## src/rtl/ripple_carry_adder_pkg.sv

```systemverilog
// Shared constants and result types for the ripple-carry adder instances
// (rca4, rca16, rca32) used throughout the datapath.
package ripple_carry_adder_pkg;

    localparam int RCA_W4  = 4;
    localparam int RCA_W16 = 16;
    localparam int RCA_W32 = 32;

    typedef struct packed {
        logic              cout;
        logic [RCA_W4-1:0] sum;
    } rca4_result_t;

    typedef struct packed {
        logic               cout;
        logic [RCA_W16-1:0] sum;
    } rca16_result_t;

    typedef struct packed {
        logic               cout;
        logic [RCA_W32-1:0] sum;
    } rca32_result_t;

endpackage

```

## src/rtl/ripple_carry_adder_full_adder.sv

```systemverilog
// Single-bit full adder; one link of the ripple-carry chain.
module full_adder (
    input  logic a,
    input  logic b,
    input  logic cin,
    output logic s,
    output logic cout
);

    logic halfSum;

    assign halfSum = a ^ b;
    assign s       = halfSum ^ cin;
    assign cout    = (a & b) | (cin & halfSum);

endmodule

```

## src/rtl/ripple_carry_adder.sv

```systemverilog
// Registered ripple-carry adder: a chain of full adders feeding a one-cycle
// output register with a valid flag.
module ripple_carry_adder
    import ripple_carry_adder_pkg::*;
#(
    parameter int WIDTH = RCA_W32
) (
    input  logic             clk,
    input  logic             rst_n,
    input  logic             in_valid,
    input  logic [WIDTH-1:0] a,
    input  logic [WIDTH-1:0] b,
    input  logic             cin,
    output logic             out_valid,
    output logic [WIDTH-1:0] sum,
    output logic             cout
);

    logic [WIDTH:0]   carry;
    logic [WIDTH-1:0] coreSum;

    logic [WIDTH-1:0] sum_d, sum_q;
    logic             cout_d, cout_q;
    logic             valid_d, valid_q;

    // Carry enters at bit 0 and ripples strictly towards the MSB.
    assign carry[0] = cin;

    for (genvar i = 0; i < WIDTH; i++) begin : gen_fa
        full_adder u_fa (
            .a    (a[i]),
            .b    (b[i]),
            .cin  (carry[i]),
            .s    (coreSum[i]),
            .cout (carry[i+1])
        );
    end

    // Result registers load only on accepted operands; the flag tracks in_valid.
    always_comb begin
        sum_d   = sum_q;
        cout_d  = cout_q;
        valid_d = in_valid;
        if (in_valid) begin
            sum_d  = coreSum;
            cout_d = carry[WIDTH];
        end
    end

    always_ff @(posedge clk or negedge rst_n) begin
        if (!rst_n) begin
            sum_q   <= '0;
            cout_q  <= 1'b0;
            valid_q <= 1'b0;
        end else begin
            sum_q   <= sum_d;
            cout_q  <= cout_d;
            valid_q <= valid_d;
        end
    end

    assign sum       = sum_q;
    assign cout      = cout_q;
    assign out_valid = valid_q;

endmodule

```

## config.mk

```make
export PLATFORM = sky130hd
export DESIGN_NAME = ripple_carry_adder
export DESIGN_NICKNAME = d
export VERILOG_FILES = /design/src/rtl/ripple_carry_adder_pkg.sv /design/src/rtl/ripple_carry_adder_full_adder.sv /design/src/rtl/ripple_carry_adder.sv
export SDC_FILE = /design/constraint.sdc
export NUM_CORES = 1
export LEC_CHECK = 0
export ABC_AREA = 1
export CAP_MARGIN = 20
export CORE_ASPECT_RATIO = 0.8
export CORE_MARGIN = 1
export CORE_UTILIZATION = 50
export DETAILED_ROUTE_END_ITERATION = 16
export DONT_BUFFER_PORTS = 1
export GPL_TIMING_DRIVEN = 0
export PLACE_DENSITY = 0.61
export REMOVE_ABC_BUFFERS = 1
export SLEW_MARGIN = 0
export SYNTH_ARGS = -nofsm -noshare
export SYNTH_HDL_FRONTEND = slang
export SYNTH_SLANG_ARGS = --single-unit
export TNS_END_PERCENT = 10
```

## constraint.sdc

```tcl
create_clock -name clk -period 1.6 [get_ports clk]
set_clock_uncertainty 0.05 [all_clocks]
set_input_delay 0.08 -clock clk [delete_from_list [all_inputs] [get_ports clk]]
set_output_delay 0.08 -clock clk [all_outputs]
set_load 0.05 [all_outputs]
```

# After elaboration in Yosys (flattened, before gate mapping)
# Cells that the tools add are included.
# word_totals
ramBits	0
regBits	34
latch_bits	0
input_bits	68
mem_count	0
mem_bits_ro	0
output_inout_bits	34
# op_classes
mul	0
n_eq_ne	0
bitwise_logic	160
n_shift	0
mux	0
reduce_logical	0
n_addsub	0
n_lt_le_gt_ge	0
n_div	0
# ops
operator	count
1-bit AND	64
1-bit bitwise XOR	64
1-bit bitwise OR	32

# Depth between registers and ports, before layout
# Gate-level depths: netlist of the first run.
# depth
depth_word	65
depth_mapped	38
depth_no_buf	38

# Cells and area by module
# A second synthesis of the first run with hierarchy kept.
# unflattened
cells_unflattened	173
hier_area_um2	1970.6
# by_module_without_submodules
mod	area_each_um2	instances	cells_per_inst	seq_area_each_um2
ripple_carry_adder	1330.0	1	141	850.8
full_adder	20.0	32	1	0.0

# Worst setup path before layout of the first run
# No wires, ideal clock.
# synth_path
kind	input-to-reg
start	input a[0]
end	register sum_q[31] (netlist: sum[31])
path_slack_ns	-10.824
n_path_buf	0
setup_ns	0.065
arrival_ns	12.309
stages	38
path_cell_list	fa_1 fa_1 fa_1 fa_1 fa_1 fa_1 fa_1 fa_1 fa_1 inv_1 fa_1 inv_1 fa_1 fa_1 fa_1 fa_1 fa_1 fa_1 [2 not listed] fa_1 fa_1 fa_1 fa_1 fa_1 fa_1 fa_1 fa_1 fa_1 fa_1 fa_1 fa_1 fa_1 inv_1 fa_1 inv_1 nand2_1 nand2_1
# synth_via
elab_chain_len	64
# synth_lines
item	line_no	source
start: declaration	ripple_carry_adder.sv:11	input logic [WIDTH-1:0] a,
1-bit bitwise XOR	ripple_carry_adder_full_adder.sv:12	assign halfSum = a ^ b;
1-bit AND	ripple_carry_adder_full_adder.sv:14	assign cout = (a & b) | (cin & halfSum);
1-bit bitwise OR (*)	ripple_carry_adder_full_adder.sv:14	
1-bit AND (*)	ripple_carry_adder_full_adder.sv:14	
1-bit bitwise OR (*)	ripple_carry_adder_full_adder.sv:14	
1-bit AND (*)	ripple_carry_adder_full_adder.sv:14	
1-bit bitwise OR (*)	ripple_carry_adder_full_adder.sv:14	
1-bit AND (*)	ripple_carry_adder_full_adder.sv:14	
[48 not listed]	--	
1-bit bitwise OR (*)	ripple_carry_adder_full_adder.sv:14	
1-bit AND (*)	ripple_carry_adder_full_adder.sv:14	
1-bit bitwise OR (*)	ripple_carry_adder_full_adder.sv:14	
1-bit AND (*)	ripple_carry_adder_full_adder.sv:14	
1-bit bitwise OR (*)	ripple_carry_adder_full_adder.sv:14	
1-bit AND (*)	ripple_carry_adder_full_adder.sv:14	
1-bit bitwise OR (*)	ripple_carry_adder_full_adder.sv:14	
1-bit bitwise XOR (*)	ripple_carry_adder_full_adder.sv:13	assign s = halfSum ^ cin;
end signal: assignment	ripple_carry_adder.sv:56	sum_q <= sum_d;
end: declaration	ripple_carry_adder.sv:22	logic [WIDTH-1:0] sum_d, sum_q;
# Mark *: on every way between the ends. The rest lies on a longest branch, timed or not.
# A chain may end at the register's enable or synchronous reset.

# Final worst setup path of the first run
# Ends and elaborated chain as after synthesis.

==> results of run 1 <==
-- worst max-delay path, delay by kind of cell --
kind,cells,cell delay [ns]
simple gates,2,0.10
buf+inv,4,0.23
fa+ha+maj,32,11.02
-- metal layers --
| metal | vias to the layer above | global-route usage (%) | part of all wire [%] |
|---|---|---|---|
| li1 | 540 | - | - |
| met1 | 555 | 22.73 | 40 |
| met2 | 70 | 32.31 | 49 |
| met3 | 12 | 7.021 | 8.2 |
| met4 | 0 | 11.20 | 2.7 |
| met5 | - | 0 | 0 |
-- cell usage in the layout, fill, tap and decap left out --
cell           instances
inv_2                  4
clkbuf_1               2
buf_12                 2
fa_2                  31
clkbuf_8               5
fa_1                   1
dlygate4sd3_1          3
inv_1                  6
nand2_2               12
dfrtp_1               34
inv_8                  1
nand2_1               87
-- through the flow --
step / utilization (%) / hold slack [ns] / std cells / cell area [µm²] / total power (W)
6_report: 58.37 / -0.2170 / 243 / 2235 / 0.002698
2_1_floorplan: - / -0.2656 / 176 / 1937 / 0.001957
3_5_place_dp: 52.39 / -0.2652 / 231 / 2006 / 0.002065
5_1_grt: 58.37 / -0.2437 / 243 / 2235 / 0.002863
4_1_cts: 58.17 / -0.2352 / 243 / 2227 / 0.002725
3_3_place_gp: 52.39 / -0.2650 / 231 / 2006 / 0.002031
-- cell families (layout without fill, tap and decap cells) --
| family | count (synthesis) | in the layout |
|---|---|---|
| buf+inv | 18 | 23 |
| simple gates | 99 | 99 |
| fa+ha+maj | 32 | 32 |
| flops | 34 | 34 |
-- power groups by stage --
stage	combinational [W]	sequential (W)	clock [W]
floorplan	0.000291	0.00167	0
global placement	0.000334	0.00170	0
detailed placement	0.000363	0.00170	0
CTS	0.000428	0.00169	0.000611
global route	0.000513	0.00170	0.000649
finish	0.000430	0.00168	0.000585
-- synthesized netlist by cell type --
library cell and number:
buf_4 3, buf_8 1, nand2_2 10, fa_1 32, inv_8 1, dfrtp_1 34
inv_1 10, nand2_1 89, buf_6 3
-- sequential cells by signal, indices dropped and copies added (netlist names) --
register and count:
sum 32, cout 1, out_valid 1
-- worst max-delay path by stage --
stage          cells after the start       to  slack (ns)  from
2_1_floorplan                     38  sum[31]      -10.82  a[0]
3_3_place_gp                      38  sum[31]      -11.22  a[0]
3_5_place_dp                      38  sum[31]      -11.36  a[0]
4_1_cts                           38  sum[31]       -9.70  a[0]
5_1_grt                           38  sum[31]      -10.02  a[0]
6_report                          38  sum[31]       -9.68  a[0]
-- layout make-up --
cell class | instances | area, µm² | share of cell area, %
multi-input cells | 131 | 1120 | 50.11
flip-flops and latches | 34 | 850.8 | 38.07
clock buffers | 7 | 76.32 | 3.415
repair buffers | 5 | 70.07 | 3.136
well taps | 55 | 68.82 | 3.080
inverters | 11 | 48.80 | 2.184
-- what timing repair did --
action / in CTS / in global routing
pin swaps: 10 / 37
gates cloned: 0 / 0
gates resized for setup: 32 / 5
setup endpoints to repair: 30 / 30
hold endpoints to repair: 68 / 32
==> key figures, run 1 <==
Worst setup path
  • Worst Path Required: 1.76 ns
  • Critical R2R Launch: sum[21]
  • Crit. End Element: flop
  • Worst EP arrival: 11.44 ns
  • R2R depth: 2
  • R2r endpoint: sum[21]
  • Crit-path most repeated cell: fa_2
  • CP peak stage delay: 0.40 ns
  • Reg2reg setup slack: 0.65 ns
  • CP max FO: 1
  • CP max stage cell: fa_1
  • Crit path kind: primary input to flop
  • Crit start category: primary input

Die
  • Die Area: 0.004276 mm²
  • Die W: 72.86 µm
  • Starting density of the core: 52.45%
  • Die height: 58.69 µm
  • IO Count: 102
  • Core Area: 0.003829 mm²
  • Row cnt: 20

Synth
  • Post-Syn Instances: 183
  • Largest family of logic cells by synthesized area: adder cells
  • Synth Area in XOR/XNOR: 0%
  • Mapped Avg Cell Area: 10.97 µm²
  • Sequential area share after synthesis: 42.37%
  • Synth Area in Simple Gates: 19.75%
  • Synth cell types: 9
  • Synth top area cells: dfrtp_1 42%, fa_1 32%, nand2_1 17%
  • Yosys top cell by area: dfrtp_1
  • Adder-cell share of the synthesized area: 31.90%
  • Netlist Area Pre-Place: 0.002008 mm²
  • Complex-gate fraction of the synthesized area: 0%
  • Post-synthesis mux area share: 0%
  • Synth warnings: 0
  • Flop and latch count out of synthesis: 34
  • Share of the synthesized area in the top cell type: 42.37%

CTS
  • Post-CTS setup buffers: 0
  • Number of CTS-inserted buffers: 5
  • Maximum clock path buffer count: 2
  • Latest clock arrival within the worst-skew pair: 0.27 ns
  • Num Clock Sinks: 34
  • H-tree depth: 2
  • Root Driver: clkbuf_8
  • Worst-path clk slew: 0.06 ns
  • TritonCTS clock tree: done
  • Post-cts hold buffer count: 5

Pwr
  • Clock power share: 21.7%
  • Net Sw Frac: 43.92%
  • Maximum vdd drop: 0.6488 mV
  • Pleak: 1.036 nW
  • Pwr/cell area: 1207 mW/mm²
  • Comb pwr share: 15.9%
  • Sequential Power Share: 62.4%
  • Internal: 0.001513 W
  • Switch Pwr: 0.001185 W

Detailed routing
  • First DRT Iteration DRCs: 97
  • Vias per cell: 4.844
  • Routed vias: 1177
  • Post-route ant nets: 0
  • Drt pass-1 iters: 4
  • Drt drc: 0
  • Routed wire length: 3804 µm
  • Post-DR wirelength/cell: 15.65 µm

Cells and area
  • Area Overhead vs Synth: 11.28%
  • Layout cells sized above 1: 29.26%
  • Fill cells: 334
  • Ant diodes: 0
  • Layout Nets: 288

Min path
  • Hold_sp: in_valid
  • Cells on Worst Hold Path: 0
  • Min-Delay Endpoint: out_valid
  • Worst hold path type: primary input to flop

STA
  • Final setup margin: -9.679 ns
  • RSZ-0062 raised after global routing: true
  • Actual slew at the worst max-slew pin: 0.5113 ns
  • Pins over their slew limit: 0
  • Crit path time final: 11.28 ns
  • Fmax: 88.66 MHz
  • Fin. Hold Viols: 32
  • Worst-case hold slack: -0.2170 ns
  • Tcrit/Tclk final: 704.9%
  • Slew headroom: 65.92%
  • Post-route setup TNS: -149.88 ns
  • Final number of setup-violating endpoints: 29

Flow run
  • Max-cap violations: 0

Placement
  • Placer Congestion: 0.6530
  • Setup WS pre-CTS: -11.36 ns
  • PortBufs: 0
  • HPWL reported at the end of detailed placement: 2700 µm

Outcome
  • Outcome: finished with violations
  • Failing checks: hold timing, setup timing

Global route
  • Largest net degree at the start of global routing: 36
  • Initial antenna violation count: 0
  • First-pass GRT wire length: 6085 µm
  • Grt total ovfl: 0
  • Total GRT Usage: 19.70%
  • Number of global-route vias before repair: 1305
No activity file was read; power rests on OpenSTA's default activity.
==> inputs of run 2 (changes only) <==
Settings changed: CORE_UTILIZATION 50 to 35, PLACE_DENSITY 0.61 to 0.45.
==> key figures, run 2 (synthesis results as in run 1) <==
Min path
  • Worst hold path type: primary input to flop
  • Hold_sp: in_valid
  • Cells on Worst Hold Path: 0 (unchanged)
  • Min-Delay Endpoint: out_valid

Pwr
  • Internal: 0.001563 W (+3.3%)
  • Clock power share: 23.5% (+1.8 points)
  • Net Sw Frac: 43.43% (-0.49 points)
  • Pleak: 1.046 nW (+0.98%)
  • Sequential Power Share: 60.9% (-1.5 points)
  • Comb pwr share: 15.6% (-0.3 points)
  • Maximum vdd drop: 0.4036 mV (-38%)
  • Switch Pwr: 0.001200 W (+1.3%)
  • Pwr/cell area: 1210 mW/mm² (+0.24%)

Placement
  • HPWL reported at the end of detailed placement: 2695 µm (-0.17%)
  • PortBufs: 0 (unchanged)
  • Cells after DPL: 254 (+10%)
  • Placer Congestion: 0.6344 (-2.8%)

Worst setup path
  • Crit. End Element: flop
  • Crit start category: primary input
  • Reg2reg setup slack: 0.60 ns (-0.05 ns)
  • Worst Path Required: 1.77 ns (about the same)
  • CP max stage cell: fa_1
  • Critical R2R Launch: sum[22]
  • Delay-heaviest family, CP: adder cells
  • Crit path buffers/inverters: 4 (unchanged)
  • CP max FO: 1 (unchanged)
  • Crit path kind: primary input to flop
  • R2R depth: 2 (unchanged)
  • Crit-path most repeated cell: fa_2
  • R2r endpoint: sum[22]
  • CP peak stage delay: 0.41 ns (about the same)
  • Worst EP arrival: 11.49 ns (+0.05 ns)

Global route
  • First-pass GRT wire length: 6244 µm (+2.6%)
  • Total GRT Usage: 13.45% (-6.3 points)
  • Initial antenna violation count: 0 (unchanged)
  • Grt total ovfl: 0 (unchanged)
  • Largest net degree at the start of global routing: 36 (unchanged)
  • Number of global-route vias before repair: 1316 (+0.84%)

CTS
  • H-tree depth: 2 (unchanged)
  • Root Driver: clkbuf_8
  • Latest clock arrival within the worst-skew pair: 0.28 ns (about the same)
  • Maximum clock path buffer count: 2 (unchanged)
  • TritonCTS clock tree: done
  • Post-cts hold buffer count: 5 (unchanged)
  • Num Clock Sinks: 34 (unchanged)
  • Post-CTS setup buffers: 0 (unchanged)
  • Worst-path clk slew: 0.07 ns (about the same)
  • Number of CTS-inserted buffers: 5 (unchanged)

Detailed routing
  • Routed wire length: 3809 µm (+0.13%)
  • Post-route ant nets: 0 (unchanged)
  • Drt pass-1 iters: 4 (unchanged)
  • First DRT Iteration DRCs: 42 (-57%)
  • Vias per cell: 4.472 (-7.7%)
  • Routed vias: 1194 (+1.4%)
  • Post-DR wirelength/cell: 14.27 µm (-8.9%)
  • Drt drc: 0 (unchanged)

STA
  • Final number of setup-violating endpoints: 29 (unchanged)
  • Worst-case hold slack: -0.2151 ns (+0.001973 ns)
  • Final setup margin: -9.716 ns (-0.03712 ns)
  • Slew headroom: 66.47% (+0.55 points)
  • RSZ-0062 raised after global routing: true
  • Fmax: 88.37 MHz (-0.33%)
  • Actual slew at the worst max-slew pin: 0.5030 ns (-0.008285 ns)
  • Crit path time final: 11.32 ns (+0.03712 ns)
  • Fin. Hold Viols: 32 (unchanged)
  • Tcrit/Tclk final: 707.3% (+2.3 points)
  • Pins over their slew limit: 0 (unchanged)

Cells and area
  • Commonest non-fill, non-tap cell in the layout: nand2_1
  • Final Util: 41.55% (-17 points)
  • Layout cells sized above 1: 31.22% (+2.0 points)
  • Area Overhead vs Synth: 13.71%
  • Max FFs per register: 32 (unchanged)
  • Ant diodes: 0 (unchanged)
  • Fill cells: 520 (+56%)
  • Layout Nets: 288 (unchanged)
  • Non-filler cells in the finished layout: 267 (+9.9%)
  • Most frequent cells in the layout: 85 x nand2_1, 34 x dfrtp_1, 31 x fa_2

Outcome
  • Outcome: finished with violations
  • Failing checks: hold timing, setup timing

Die
  • Row cnt: 24 (+20%)
  • Starting density of the core: 36.54% (-16 points)
  • Core Area: 0.005495 mm² (+44%)
  • Die height: 69.75 µm (+19%)
  • Die Area: 0.006046 mm² (+41%)
  • Die W: 86.69 µm (+19%)
  • IO Count: 102 (unchanged)

Flow run
  • Max-cap violations: 0 (unchanged)
[run 2: final cells by class]
cell class	count	area (µm²)	area share, %
Sequential cell	34	850.8	37.26
Multi-Input combinational cell	131	1125	49.26
Tap cell	78	97.59	4.274
Clock buffer	7	86.33	3.781
Inverter	11	48.80	2.137
Clock inverter	1	5.005	0.2192
Timing Repair Buffer	5	70.07	3.068
[run 2: repair_timing]
action / CTS / global route
gates cloned: 0 / 0
pin swaps: 11 / 36
resized for setup: 32 / 7
endpoints found under the hold margin: 68 / 32
setup endpoints to repair: 30 / 30
[run 2: per-stage QoR]
stage                     setup WS [ns]  cell area, µm²  TNS [ns]  total power [W]  hold slack [ns]
after floorplan                  -10.82            1937   -171.70         0.001957          -0.2656
after global routing             -9.996            2283   -154.51         0.002935          -0.2386
after CTS                        -9.716            2271   -150.16         0.002789          -0.2328
after global placement           -11.23            2034   -178.94         0.002040          -0.2648
after detailed placement         -11.40            2034   -181.66         0.002062          -0.2648
final                            -9.716            2283   -150.07         0.002764          -0.2151
[run 2: worst max path at each step]
| stage | cells after the start | endpoint | from |
|---|---|---|---|
| after floorplan | 38 | sum[31] | a[0] |
| after global placement | 38 | sum[31] | a[0] |
| after detailed placement | 38 | sum[31] | a[0] |
| after CTS | 38 | sum[31] | a[0] |
| after global routing | 38 | sum[31] | a[0] |
| final | 38 | sum[31] | a[0] |
[run 2: power by group through the flow]
stage	clock (W)	combinational, W	sequential, W
3_3_place_gp	0	0.000338	0.00170
5_1_grt	0.000712	0.000518	0.00170
6_report	0.000650	0.000432	0.00168
4_1_cts	0.000677	0.000425	0.00169
2_1_floorplan	0	0.000291	0.00167
3_5_place_dp	0	0.000358	0.00170
[run 2: metal layers]
layer	routed length [µm]	part of all wire, %	track usage [%]	up-vias
li1	-	-	-	541
met1	1565	41	16.82	580
met2	1819	48	21.16	69
met3	381	10	5.476	4
met4	42	1.1	4.444	0
met5	0	0	0	-
